## src/rtl/iiitb_pattern_det.sv

```systemverilog
// rtl/iiitb_pattern_det.sv - programmable serial pattern detector with saturating match counter
// fill_q tracks how many valid bits of hist_q belong to the current attempt (EMPTY/PARTIAL/PRIMED).
module iiitb_pattern_det #(
  parameter int               PAT_W   = 8,
  parameter int               CNT_W   = 8,
  parameter logic [PAT_W-1:0] RST_PAT = 8'b0000_1010,
  parameter int               RST_LEN = 4,
  parameter bit               RST_OVL = 1'b1,
  localparam int              LEN_W   = $clog2(PAT_W + 1)
) (
  input  logic             clk,
  input  logic             reset,
  input  logic             din_valid,
  input  logic             din,
  input  logic             load,
  input  logic [PAT_W-1:0] pat,
  input  logic [LEN_W-1:0] pat_len,
  input  logic             ovl,
  input  logic             clr_cnt,
  output logic             y,
  output logic [CNT_W-1:0] match_cnt,
  output logic             armed
);

  logic [PAT_W-1:0] hist_q, hist_d;
  logic [LEN_W-1:0] fill_q, fill_d;
  logic [PAT_W-1:0] pat_q, pat_d;
  logic [LEN_W-1:0] len_q, len_d;
  logic             ovl_q, ovl_d;
  logic             y_q, y_d;
  logic [CNT_W-1:0] match_cnt_q, match_cnt_d;

  logic [PAT_W-1:0] hist_new;
  logic [PAT_W-1:0] mask;
  logic [LEN_W:0]   fill_p1;
  logic [CNT_W-1:0] cnt_base;
  logic             primed;
  logic             match;

  assign armed     = (len_q != '0);
  assign y         = y_q;
  assign match_cnt = match_cnt_q;

  always_comb begin
    hist_new = {hist_q[PAT_W-2:0], din};
    fill_p1  = {1'b0, fill_q} + 1'b1;
    primed   = (fill_p1 >= {1'b0, len_q});
    for (int i = 0; i < PAT_W; i++) begin
      mask[i] = (LEN_W'(i) < len_q);
    end
    // Bits of the pattern above len_q are masked out so they never affect a match.
    match = !load && din_valid && armed && primed &&
            ((hist_new & mask) == (pat_q & mask));
  end

  always_comb begin
    hist_d      = hist_q;
    fill_d      = fill_q;
    pat_d       = pat_q;
    len_d       = len_q;
    ovl_d       = ovl_q;
    y_d         = 1'b0;
    match_cnt_d = match_cnt_q;

    if (load) begin
      pat_d  = pat;
      ovl_d  = ovl;
      len_d  = (pat_len > LEN_W'(PAT_W)) ? LEN_W'(PAT_W) : pat_len;
      hist_d = '0;
      fill_d = '0;
    end else if (din_valid) begin
      hist_d = hist_new;
      fill_d = (fill_p1 > (LEN_W + 1)'(PAT_W)) ? LEN_W'(PAT_W) : fill_p1[LEN_W-1:0];
      if (match) begin
        y_d = 1'b1;
        if (!ovl_q) begin
          fill_d = '0;
        end
      end
    end

    // A clear coinciding with a match leaves the count at one.
    cnt_base = clr_cnt ? '0 : match_cnt_q;
    if (match && (cnt_base != '1)) begin
      match_cnt_d = cnt_base + 1'b1;
    end else begin
      match_cnt_d = cnt_base;
    end
  end

  always_ff @(posedge clk) begin
    if (!reset) begin
      hist_q      <= '0;
      fill_q      <= '0;
      pat_q       <= RST_PAT;
      len_q       <= LEN_W'(RST_LEN);
      ovl_q       <= RST_OVL;
      y_q         <= 1'b0;
      match_cnt_q <= '0;
    end else begin
      hist_q      <= hist_d;
      fill_q      <= fill_d;
      pat_q       <= pat_d;
      len_q       <= len_d;
      ovl_q       <= ovl_d;
      y_q         <= y_d;
      match_cnt_q <= match_cnt_d;
    end
  end

endmodule
```

## config.mk

```make
export PLATFORM = sky130hd
export DESIGN_NAME = iiitb_pattern_det
export DESIGN_NICKNAME = d
export VERILOG_FILES = /design/src/rtl/iiitb_pattern_det.sv
export SDC_FILE = /design/constraint.sdc
export NUM_CORES = 1
export LEC_CHECK = 0
export CORE_ASPECT_RATIO = 1.1
export CORE_MARGIN = 2
export CORE_UTILIZATION = 41
export CTS_CLUSTER_DIAMETER = 150
export CTS_CLUSTER_SIZE = 40
export DETAILED_ROUTE_END_ITERATION = 12
export SLEW_MARGIN = 10
export SYNTH_ARGS = -nofsm -noshare
export SYNTH_HDL_FRONTEND = slang
export SYNTH_SLANG_ARGS = --single-unit
```

## constraint.sdc

```tcl
create_clock -name clk -period 3.1 [get_ports clk]
set_input_delay 0.465 -clock clk [delete_from_list [all_inputs] [get_ports clk]]
set_output_delay 0.465 -clock clk [all_outputs]
set_load 0.02 [all_outputs]
```

== Yosys cells after proc, flatten, opt, wreduce, memory -nomap -nowiden ==
Index checks and enable logic that the tools add are counted.
Storage, ports and cells
  input bits: 19
  output and inout bits: 10
  logic and storage cells: 42
  register bits after elaboration: 33
Operators by class
  bitwise operators: 4
  equal/unequal tests: 2
  add/sub/neg operators: 2
  reductions and logical operators: 9
  multiplexer cells: 7
  $lt $le $gt $ge: 11
Operator list (count)
  bitwise AND 8 bit: 2
  less-than comparator 3 x 4 -> 1 bit (first input constant): 4
  two-way mux 4 bit: 4
  two-way mux 8 bit: 2
  adder 8 x 1 -> 8 bit (second input constant): 1
  == test 8 bit: 1
  less-than comparator 1 x 4 -> 1 bit (first input constant): 2
  less-than comparator 2 x 4 -> 1 bit (first input constant): 2
  != test 8 bit (second input constant): 1
  adder 4 x 1 -> 5 bit (second input constant): 1
  greater-or-equal comparator 5 x 4 -> 1 bit: 1
  greater-than comparator 5 x 4 -> 1 bit (second input constant): 1
  logical AND 1 bit: 5
  greater-than comparator 4 bit (second input constant): 1
  nonzero test 4 bit: 1
  OR reduction 3 bit: 1
  inverter 1 bit: 2
  OR reduction 2 bit: 1
  logical NOT 1 bit: 1
  two-way mux 1 bit: 1

== Longest topological paths before layout ==
  depth after elaboration: 7
  depth in mapped cells: 9
  depth with buffers taken out: 8

== Worst setup path after synthesis ==
No wires, ideal clock.
  path kind: register to register
  from: reg fill_q[0]
  to: reg match_cnt_q[3], in the netlist match_cnt[3]
  setup slack: 0.749 ns
  path buffers: 1
  cell stages (with the launch flop): 10
  arrival: 2.281 ns
  required time: 3.030 ns
  cells stage by stage: dfxtp_1 -> nand3_1 -> xnor2_1 -> ha_1 -> inv_1 -> o31a_1 -> a211o_1 -> buf_6 -> or4_1 -> a21oi_1
Between the ends
  longest elaborated chain between the ends: 6
Ends and longest elaborated chain
  start: declaration: line 26  | logic [LEN_W-1:0] fill_q, fill_d;
  start signal: assignment: line 102  | fill_q <= fill_d;
  adder 4 x 1 -> 5 bit: line 46  | fill_p1 = {1'b0, fill_q} + 1'b1;
  greater-or-equal comparator 5 x 4 -> 1 bit: line 47  | primed = (fill_p1 >= {1'b0, len_q});
  logical AND 1 bit (2 in a row): line 52  | match = !load && din_valid && armed && primed &&
  logical AND 1 bit: line 84  | if (match && (cnt_base != '1)) begin
  two-way mux 8 bit: line 84
  end signal: assignment: line 107  | match_cnt_q <= match_cnt_d;
  end: declaration: line 31  | logic [CNT_W-1:0] match_cnt_q, match_cnt_d;
No other way between the ends.
A chain may end at the register's enable or synchronous reset.

== Final worst setup path ==
  from: reg fill_q[0]
  to: reg fill_q[1]
Between the ends
  longest elaborated chain between the ends: 5
  elaborated cells between the ends (all ways): 8
  classes of those cells: add/sub (1); order compare (2); mux (3); reduce/logical (2)
Ends and longest elaborated chain
  adder 4 x 1 -> 5 bit (*): line 46
  greater-than comparator 5 x 4 -> 1 bit or greater-or-equal comparator 5 x 4 -> 1 bit (tied branches): line 73, 47
  two-way mux 4 bit or logical AND 1 bit (tied branches): line 73, 52
  two-way mux 4 bit or logical AND 1 bit (tied branches): line 76, 52
  two-way mux 4 bit (*): line 74  | if (match) begin
Every way passes the cells marked *; elsewhere a longest branch is shown, timed or not.

==> impl_metrics.csv <==
group,metric,value,unit
clock_tree,clk_path_buf_depth,2,
floorplan,core-area,0.00402,mm2
floorplan,dieArea,0.00478,mm2
global_route,grtUsageMet1,0.203,
power,p_seq_frac,0.510,
logic_synthesis,synth_area_leader_cell,"dfxtp_1",
placement,dpl_cell_area,0.00206,mm2
global_route,grtUsageMet2,0.341,
clock_tree,clock_sinks,33,
clock_tree,root_buffer,"clkbuf_8",
floorplan,die_h,72.3,um
setup_path,cp_max_fo,11,
floorplan,initial_core_util,0.432,
setup_path,rrSetupSlack,420,ps
power,ir_worst_vdd,0.000282,V
layout,layout_common_cells,"dfxtp_1, clkdlybuf4s50_1, nor2_1",
global_route,overflow,0,
setup_path,path_cells,"nand3_1 -> xnor2_1 -> ha_1 -> inv_1 -> o31a_1 -> a211o_1 -> nor3b_1 -> o32ai_1",
min_path,hold_end,"ovl_q$_SDFFE_PN1P_",
drt,drtIter0Drc,40,
setup_path,r2r-end,"fill_q[1]$_SDFFE_PP0P_",
layout,drive_above_1_share,0.0529,
global_route,grt_max_degree,18,
layout,final_net_count,251,
clock_tree,clk_pin_slew,70,ps
logic_synthesis,synthCells,197,
clock_tree,cts_resized,0,
logic_synthesis,synth-main-ff-cell,"dfxtp_1",
logic_synthesis,syn-num-nets,221,
power,comb_power_share,0.117,
drt,ant_nets,0,
power,sw_frac_of_total,0.243,
sta,drv_slew,0,
min_path,hold_depth,2,
setup_path,r2r_start,"fill_q[0]$_SDFFE_PP0P_",
drt,finalWirelength,4070,um
clock_tree,htreeDepth,2,
global_route,busiest_layer,"met2",
layout,area_delta_synth_final,23.4,%
logic_synthesis,ys_warn_count,0,
setup_path,cp_slowest_cell,"nor3b_1",
setup_path,path_delay_family,"compound AO/OA/AOI/OAI gates",
global_route,track_usage,0.187,
layout,final_area,0.00214,mm2
logic_synthesis,synth-seq-cells,33,
sta,rsz0062_at_grt,"no",
sta,fmax,0.373,GHz
drt,vias_per_cell,5.54,
global_route,grt_pass1_vias,1542,
clock_tree,cts_inserted_buffers,5,
clock_tree,cts_tree,"done",
setup_path,crit_type,"register to register",
job,max-cap-violations,0,
drt,avgRoutedWirePerCell,14.6,um
logic_synthesis,avgSynthCellArea,8.82,um2
floorplan,die_x,66.1,um
clock_tree,holdBufCountCts,0,
placement,hpwl,3020,um
logic_synthesis,async_flop_share,0,
placement,io_buffers,28,
power,power.leakage,0.838,nW
drt,drc,0,
logic_synthesis,ys_seq_area_frac,0.380,
clock_tree,insertion_delay,280,ps
setup_path,crit_required,3230,ps
sta,fin_tns_setup,0,ps
floorplan,rows,24,
logic_synthesis,yosysTopAreaCellShare,0.380,
setup_path,max_stage_delay,490,ps
sta,finalCriticalPeriod,2680,ps
power,switching_power,0.213,mW
global_route,grtUsageMet3,0.0450,
power,power,0.877,mW
setup_path,cp-end-kind,"register",
drt,firstDrtPassIters,5,
clock_tree,post_cts_buffers,0,
power,internal_power,0.663,mW
sta,setup_viol,0,
drt,via_count,1546,
logic_synthesis,synth.top_cells.by_area,"dfxtp_1, mux2i_1, nor2_1",
sta,tightestPinTransition,600,ps
setup_path,worstPathArrival,2810,ps
min_path,min_from,"ovl_q$_SDFFE_PN1P_",
sta,period_share,0.866,
global_route,antenna_found_initial,0,
sta,setup_ws,417,ps
sta,skew,6.49,ps
placement,pre_cts_slack,304,ps
min_path,min_path_type,"register to register",
setup_path,rr_worst_depth,8,
power,cellPowerDensity,409,mW/mm2
outcome,run_status,"finished clean",
logic_synthesis,synth_edf_count,0,
sta,relSlewSlack,0.600,
placement,gp_congestion,0.757,
setup_path,cp-start-kind,"register",
setup_path,path_buf_inv,1,
floorplan,ioPinCount,29,
logic_synthesis,yosysUniqueCellTypes,39,
power,p_clk_frac,0.373,
logic_synthesis,synth_area,0.00174,mm2
sta,finalHoldViolations,0,
layout,antenna_cells,0,
global_route,grt_pass1_wl,6730,um
layout,final_common_cell,"dfxtp_1",
logic make-up after synthesis:
logic type	share of synthesized area
buf+inv	0.0490
simple gates	0.207
flops	0.380
xor+xnor	0.0554
fa+ha+maj	0.0360
compound gates	0.168
mux	0.104
sequential cells by signal, summed over array words and instances, names as in the netlist:
register / flops
len_q: 4
ovl_q: 1
hist_q: 7
pat_q: 8
fill_q: 4
y: 1
match_cnt: 8
layer usage:
metal,wire [um],up-vias
met5,0,-
met4,92,0
met3,168,8
met2,2080,44
met1,1730,727
li1,-,767
area by class of cell:
| type | instances | area, um2 |
|---|---|---|
| Fill cell | 398 | 1880 |
| Clock buffer | 7 | 86.3 |
| Multi-Input combinational cell | 146 | 992 |
| Tap cell | 52 | 65.1 |
| Inverter | 10 | 37.5 |
| Sequential cell | 33 | 661 |
| Timing Repair Buffer | 31 | 303 |
tightest hold or removal path, cell delays in order (launching register included):
cell and delay (ps):
dfxtp_1 350, mux2i_1 70, nand2_1 50
cells in the mapped netlist, types with 2 or more instances:
| library cell | n |
|---|---|
| a211o_1 | 2 |
| a211oi_1 | 3 |
| a21oi_1 | 11 |
| a2bb2oi_1 | 2 |
| a31oi_1 | 4 |
| and3_1 | 5 |
| clkbuf_1 | 6 |
| dfxtp_1 | 33 |
| ha_1 | 5 |
| inv_1 | 10 |
| mux2i_1 | 18 |
| nand2_1 | 15 |
| nand2b_1 | 5 |
| nand3_1 | 7 |
| nand3b_1 | 2 |
| nand4_1 | 3 |
| nor2_1 | 19 |
| nor2b_1 | 7 |
| nor3b_1 | 2 |
| o21ai_0 | 2 |
| o31ai_1 | 4 |
| o32ai_1 | 3 |
| or4_1 | 4 |
| xnor2_1 | 6 |
| xor2_1 | 5 |
worst max path at each step:
stage                      startpoint                       to  slack (ps)  cells after the start
4_1_cts        fill_q[0]$_SDFFE_PP0P_   fill_q[1]$_SDFFE_PP0P_         420                      8
2_1_floorplan  fill_q[0]$_SDFFE_PP0P_  match_cnt[3]$_SDFF_PN0_         750                      9
3_3_place_gp                      din   fill_q[0]$_SDFFE_PP0P_         410                      7
5_1_grt        fill_q[0]$_SDFFE_PP0P_   fill_q[1]$_SDFFE_PP0P_         320                      8
6_report       fill_q[0]$_SDFFE_PP0P_   fill_q[1]$_SDFFE_PP0P_         420                      8
3_5_place_dp                      din   fill_q[1]$_SDFFE_PP0P_         300                      7
stage by stage:
stage | std cells | hold WS [ps] | utilization
after global routing | 279 | 535 | 0.533
after floorplan | 197 | 443 | -
after detailed placement | 272 | 498 | 0.512
final | 279 | 503 | 0.533
after CTS | 279 | 517 | 0.533
after global placement | 272 | 498 | 0.512
power groups by stage:
stage | registers, mW | clock network (mW) | logic (mW)
global route | 0.449 | 0.351 | 0.114
global placement | 0.456 | 0 | 0.100
floorplan | 0.453 | 0 | 0.0630
CTS | 0.447 | 0.335 | 0.103
finish | 0.447 | 0.327 | 0.103
detailed placement | 0.457 | 0 | 0.102
(Power assumes the default switching activity.)
